$ cat src/rtl/forwarding_hazard_unit_pkg.sv
// Shared types for the forwarding/hazard unit: operand-select encodings,
// pipeline stage records and the forwarding priority rule.
package forwarding_hazard_unit_pkg;

  localparam logic [1:0] FWD_REGFILE = 2'b00;
  localparam logic [1:0] FWD_EXMEM   = 2'b01;
  localparam logic [1:0] FWD_MEMWB   = 2'b10;

  // Widest register address a stage record can hold; narrower addresses are zero-extended.
  localparam int REG_ADDR_W = 8;
  typedef logic [REG_ADDR_W-1:0] reg_addr_t;

  typedef struct packed {
    reg_addr_t rs1;
    reg_addr_t rs2;
    reg_addr_t rd;
    logic      reg_write;
    logic      mem_read;
  } ex_stage_t;

  typedef struct packed {
    reg_addr_t rd;
    logic      reg_write;
    logic      mem_read;
  } mem_stage_t;

  typedef struct packed {
    reg_addr_t rd;
    logic      reg_write;
  } wb_stage_t;

  // A MEM-stage load has no result yet, so only ALU results forward from MEM; MEM beats WB.
  function automatic logic [1:0] fwd_select(mem_stage_t mem, wb_stage_t wb, reg_addr_t src);
    logic [1:0] sel;
    sel = FWD_REGFILE;
    if (mem.reg_write && !mem.mem_read && (mem.rd != '0) && (mem.rd == src)) begin
      sel = FWD_EXMEM;
    end else if (wb.reg_write && (wb.rd != '0) && (wb.rd == src)) begin
      sel = FWD_MEMWB;
    end
    return sel;
  endfunction

endpackage

$ cat src/rtl/hazard_stage_reg.sv
// One pipeline stage record register; a bubble loads all zeros
// (no write, no load, register 0 everywhere).
module hazard_stage_reg #(
  parameter int W = 1
) (
  input  logic         clk,
  input  logic         reset,
  input  logic         bubble_i,
  input  logic [W-1:0] data_i,
  output logic [W-1:0] data_o
);

  logic [W-1:0] data_d;
  logic [W-1:0] data_q;

  always_comb begin
    data_d = data_i;
    if (bubble_i) begin
      data_d = '0;
    end
  end

  always_ff @(posedge clk or posedge reset) begin
    if (reset) begin
      data_q <= '0;
    end else begin
      data_q <= data_d;
    end
  end

  assign data_o = data_q;

endmodule

$ cat src/rtl/forwarding_hazard_unit.sv
// Tracks EX/MEM/WB destination info to drive the EX operand-forwarding selects,
// detects load-use hazards and counts the stall cycles taken.
module forwarding_hazard_unit
  import forwarding_hazard_unit_pkg::*;
#(
  parameter int NRegBits  = 5,
  parameter int CountBits = 16
) (
  input  logic                 clk,
  input  logic                 reset,
  input  logic [NRegBits-1:0]  ID_Rs1_i,
  input  logic [NRegBits-1:0]  ID_Rs2_i,
  input  logic [NRegBits-1:0]  ID_Rd_i,
  input  logic                 ID_RegWrite_i,
  input  logic                 ID_MemRead_i,
  input  logic                 ID_Valid_i,
  input  logic                 Flush_i,
  output logic [1:0]           Forward_A_o,
  output logic [1:0]           Forward_B_o,
  output logic                 Stall_o,
  output logic [CountBits-1:0] Stall_Count_o
);

  if (NRegBits > REG_ADDR_W) begin : g_width_check
    $error("NRegBits exceeds the stage record address width");
  end

  ex_stage_t  ex_d, ex_q;
  mem_stage_t mem_d, mem_q;
  wb_stage_t  wb_d, wb_q;
  reg_addr_t  id_rs1, id_rs2, id_rd;
  logic       stall;
  logic       ex_capture;
  logic [CountBits-1:0] stall_count_d, stall_count_q;

  assign id_rs1 = reg_addr_t'(ID_Rs1_i);
  assign id_rs2 = reg_addr_t'(ID_Rs2_i);
  assign id_rd  = reg_addr_t'(ID_Rd_i);

  // Load in EX whose result the ID instruction needs next cycle.
  assign stall = ID_Valid_i && ex_q.mem_read && (ex_q.rd != '0) &&
                 ((ex_q.rd == id_rs1) || (ex_q.rd == id_rs2));

  // Flush overrides stall: both just turn the EX load into a bubble.
  assign ex_capture = ID_Valid_i && !stall && !Flush_i;

  always_comb begin
    ex_d  = '{rs1: id_rs1, rs2: id_rs2, rd: id_rd,
              reg_write: ID_RegWrite_i, mem_read: ID_MemRead_i};
    mem_d = '{rd: ex_q.rd, reg_write: ex_q.reg_write, mem_read: ex_q.mem_read};
    wb_d  = '{rd: mem_q.rd, reg_write: mem_q.reg_write};
  end

  hazard_stage_reg #(.W($bits(ex_stage_t))) u_ex_stage (
    .clk      (clk),
    .reset    (reset),
    .bubble_i (!ex_capture),
    .data_i   (ex_d),
    .data_o   (ex_q)
  );

  hazard_stage_reg #(.W($bits(mem_stage_t))) u_mem_stage (
    .clk      (clk),
    .reset    (reset),
    .bubble_i (1'b0),
    .data_i   (mem_d),
    .data_o   (mem_q)
  );

  hazard_stage_reg #(.W($bits(wb_stage_t))) u_wb_stage (
    .clk      (clk),
    .reset    (reset),
    .bubble_i (1'b0),
    .data_i   (wb_d),
    .data_o   (wb_q)
  );

  always_comb begin
    stall_count_d = stall_count_q;
    if (stall && !Flush_i && (stall_count_q != '1)) begin
      stall_count_d = stall_count_q + 1'b1;
    end
  end

  always_ff @(posedge clk or posedge reset) begin
    if (reset) begin
      stall_count_q <= '0;
    end else begin
      stall_count_q <= stall_count_d;
    end
  end

  assign Forward_A_o   = fwd_select(mem_q, wb_q, ex_q.rs1);
  assign Forward_B_o   = fwd_select(mem_q, wb_q, ex_q.rs2);
  assign Stall_o       = stall;
  assign Stall_Count_o = stall_count_q;

endmodule

$ cat config.mk
export PLATFORM = sky130hd
export DESIGN_NAME = forwarding_hazard_unit
export DESIGN_NICKNAME = d
export VERILOG_FILES = /design/src/rtl/forwarding_hazard_unit_pkg.sv /design/src/rtl/hazard_stage_reg.sv /design/src/rtl/forwarding_hazard_unit.sv
export SDC_FILE = /design/constraint.sdc
export NUM_CORES = 1
export LEC_CHECK = 0
export CAP_MARGIN = 20
export CELL_PAD_IN_SITES_DETAIL_PLACEMENT = 1
export CELL_PAD_IN_SITES_GLOBAL_PLACEMENT = 1
export CORE_MARGIN = 3
export CORE_UTILIZATION = 41
export CTS_CLUSTER_DIAMETER = 40
export DETAILED_ROUTE_END_ITERATION = 8
export GPL_TIMING_DRIVEN = 0
export PLACE_DENSITY = 0.88
export SETUP_SLACK_MARGIN = 0.02
export SKIP_CTS_REPAIR_TIMING = 1
export SLEW_MARGIN = 25
export SYNTH_ARGS = -nofsm -noshare
export SYNTH_HDL_FRONTEND = slang
export SYNTH_SLANG_ARGS = --single-unit
$ cat constraint.sdc
create_clock -name clk -period 2.48 [get_ports clk]
set_clock_uncertainty 0.2 [all_clocks]
set_input_delay 0.496 -clock clk [delete_from_list [all_inputs] [get_ports clk]]
set_output_delay 0.496 -clock clk [all_outputs]
set_load 0.02 [all_outputs]
==> reports/results.tsv, run 1 <==
stage	metric	value	unit
run_status	outcome	finished with violations	
run_status	violations	setup timing	
yosys	yosysSeqAreaShare	53.2	%
clock_network	cts_tree	done	
die	die_area	6190	um2
yosys	synth_seq_cells	46	
placement	globalplace.congestion	0.796	
timing	hold_viol_final	0	
global_routing	grt_first_pass_wirelength	8680	um
min_path	hp-class	flip-flop to flip-flop	
placement	place_area	2690	um2
placement	place.port_buffers	41	
yosys	syn_area	2160	um2
route	first_iter_violations	60	
route	post_drt_wl_per_cell	19.6	um
yosys	synth_nets	199	
setup_path	crit_chain	buf_4, xnor2_1, nand3_1, nor4_2, dlymetal6s2s_1	
yosys	yosysWarningCount	0	
final_layout	layout.nets	264	
pwr	swShare	24.8	%
die	io-pin-count	42	
timing	clock.fmax	0.381	GHz
setup_path	r2r_cells	9	
timing	fin_ws	-0.145	ns
pwr	seq_power_share	55.2	%
yosys	synthArstFlopShare	100	%
global_routing	grt-ovfl-total	0	
yosys	yosys_most_used_dff	dfrtp_1	
setup_path	critical_path_class	flip-flop to output pin	
pwr	p_per_area	485	nW/um2
die	start_util	44.1	%
setup_path	rrSetupSlack	0.17	ns
global_routing	grt_max_degree	29	
pwr	p_switching	0.356	mW
final_layout	post-route-util	60.4	%
route	dr_wl_met2	3170	um
clock_network	clock_sinks	46	
clock_network	clkLatencyLatePin	0.30	ns
pwr	peakVddDrop	382	uV
route	wl_met3	121	um
yosys	synth-edff-count	0	
setup_path	required	1.78	ns
route	ant_nets	0	
route	wirelength	6080	um
placement	pre_cts_slack	-0.868	ns
final_layout	fin_cells	310	
setup_path	crit_path_max_incr_delay	0.49	ns
flow_run	drv_cap	0	
pwr	finalPower	1.44	mW
global_routing	grt_usage	18.4	%
timing	setup_tns	-0.466	ns
pwr	p_comb_share	11.7	%
setup_path	regToRegStartpoint	u_ex_stage.data_o[6]	
timing	finalCriticalPeriod	2.63	ns
clock_network	clkSlewWorstSetupHoldPaths	0.08	ns
timing	maxSlewViolCount	0	
clock_network	cts_root_buf	clkbuf_8	
timing	slew_headroom	66.7	%
final_layout	layout-drive-gt1-share	25.1	%
die	rows	25	
pwr	p_leak	1.44	nW
die	die_y	78.7	um
route	num_vias	1617	
yosys	syn_avg_cell_area	12.2	um2
setup_path	cp-startpoint	u_mem_stage.data_o[3]	
yosys	synth_cell_types	35	
setup_path	path_depth	5	
die	die_w	78.7	um
clock_network	cts_max_level	2	
final_layout	nFillCells	513	
yosys	syn_inst	177	
clock_network	clockBufferDepth	2	
placement	dp.cells	286	
clock_network	cts_buffers	5	
timing	period_share	106	%
placement	dpl.hpwl	4010	um
global_routing	grt_pass1_vias	1735	
timing	rsz0062_at_grt	true	
route	via_per_inst	5.22	
setup_path	path_max_fanout	3	
setup_path	regToRegEndpoint	u_ex_stage.data_o[3]	
setup_path	timing.critical_path.buf_inv	2	
setup_path	slowest_stage	nor4_2	
route	drt-met1-wl	2640	um
final_layout	diodes	0	
route	drc	0	
setup_path	crit_arrival	1.93	ns
pwr	pwr-share-clk	33.1	%
timing	timing.hold.ws	0.199	ns
setup_path	cpLargestDelayFamily	simple AND/OR/NAND/NOR gates	
timing	setup_viol	4	
final_layout	areaGrowthSynthToFinish	36.9	%
pwr	internal_power	1.08	mW
route	dr.max_layer_used	met4	
global_routing	antenna_found_initial	0	
route	dr.pass1.iters	4	
die	design.core.area	4910	um2
setup_path	cp-endpoint	Forward_A_o[0]	
setup_path	end_kind	output pin	
final_layout	postLayoutCellArea	2960	um2
setup_path	worstSetupStartpointType	flip-flop	
timing	tightest_slew	0.495	ns
==> worst min-delay path by stage <==
stage | from | to | slack, ns | cells after the start
2_1_floorplan | u_ex_stage.data_o[1] | u_mem_stage.data_o[1] | 0.13 | 0
3_3_place_gp | u_ex_stage.data_o[1] | u_mem_stage.data_o[1] | 0.13 | 0
3_5_place_dp | u_ex_stage.data_o[1] | u_mem_stage.data_o[1] | 0.15 | 0
4_1_cts | u_ex_stage.data_o[1] | u_mem_stage.data_o[1] | 0.18 | 0
5_1_grt | u_mem_stage.data_o[1] | u_wb_stage.data_o[0] | 0.21 | 0
6_report | u_ex_stage.data_o[1] | u_mem_stage.data_o[1] | 0.20 | 0
==> power by group through the flow <==
stage	registers, mW	clock network [mW]	logic [mW]
final	0.794	0.476	0.169
after global routing	0.797	0.517	0.182
after CTS	0.793	0.475	0.147
after detailed placement	0.808	0	0.146
after global placement	0.806	0	0.136
after floorplan	0.803	0	0.0800
==> routing by layer <==
metal | up-vias | GRT usage [%]
met1 | 816 | 23.2
met3 | 14 | 3.33
met5 | - | 0
met2 | 34 | 31.6
met4 | 0 | 6.64
li1 | 753 | -
==> synthesized netlist by cell type (4+ instances only) <==
| cell type | count | share of area [%] |
|---|---|---|
| dfrtp_1 | 46 | 53 |
| and3_1 | 22 | 6.4 |
| or4_1 | 4 | 1.4 |
| nand4_1 | 5 | 1.4 |
| nand3_1 | 13 | 3.0 |
| nand2_1 | 7 | 1.2 |
| xor2_1 | 15 | 6.1 |
| nor4b_2 | 4 | 2.8 |
| xnor2_1 | 28 | 11 |
| nor4_1 | 5 | 1.4 |
==> worst reg2reg max path, stage by stage, from the launching register on <==
cell	delay [ns]
dfrtp_1	0.47
xnor2_1	0.21
nand3_1	0.14
o22ai_4	0.27
nand3_4	0.17
buf_4	0.19
buf_4	0.13
buf_4	0.13
buf_4	0.12
and3_1	0.18
==> cells by family (layout without fill, tap and decap cells) <==
kind of cell | count (synthesis) | in the layout | synth area share, %
AND/OR/NAND/NOR | 73 | 73 | 22.6
flip-flops | 46 | 46 | 53.2
XOR/XNOR | 43 | 43 | 17.4
AO/OA/AOI/OAI | 6 | 6 | 3.06
buffers and inverters | 5 | 71 | 1.27
multiplexers | 3 | 3 | 1.91
adder cells (fa/ha/maj) | 1 | 1 | 0.578
==> cell usage in the layout, fill, tap and decap left out, drive strengths merged, types with 3 or more instances in the layout <==
master | Yosys | routed
dfrtp | 46 | 46
nor4 | 5 | 5
xnor2 | 28 | 28
buf | 2 | 22
nand2 | 9 | 9
and3 | 22 | 22
nand4 | 5 | 5
nor4b | 4 | 4
xor2 | 15 | 15
dlymetal6s2s | 0 | 9
clkbuf | 1 | 9
clkdlybuf4s50 | 0 | 28
nand3 | 14 | 14
mux2 | 3 | 3
or4 | 5 | 5
==> cell type report <==
cell class / count / area (um2) / share of cell area (%)
plain buffers: 2 / 8.76 / 0.295
multi-input cells: 126 / 1050 / 35.3
repair buffers: 59 / 568 / 19.2
clock buffers: 7 / 86.3 / 2.91
flip-flops and latches: 46 / 1160 / 39.0
clock inverters: 1 / 5.00 / 0.169
well taps: 67 / 83.8 / 2.83
inverters: 2 / 7.51 / 0.253
==> state kept, by name, indices dropped and copies added (netlist names) <==
register            cells
u_ex_stage.data_o      17
Stall_Count_o          16
u_wb_stage.data_o       6
u_mem_stage.data_o      7
No activity file was read; power rests on OpenSTA's default activity.
==> run 2, diff against run 1 <==
--- a/config.mk
+++ b/config.mk
@@ -11,6 +11,7 @@
 export CORE_MARGIN = 3
 export CORE_UTILIZATION = 41
 export CTS_CLUSTER_DIAMETER = 40
+export CTS_CLUSTER_SIZE = 40
 export DETAILED_ROUTE_END_ITERATION = 8
 export GPL_TIMING_DRIVEN = 0
 export PLACE_DENSITY = 0.88
==> results of run 2 <==
Same layout as run 1: the final DEF is identical, and so are final timing and power.
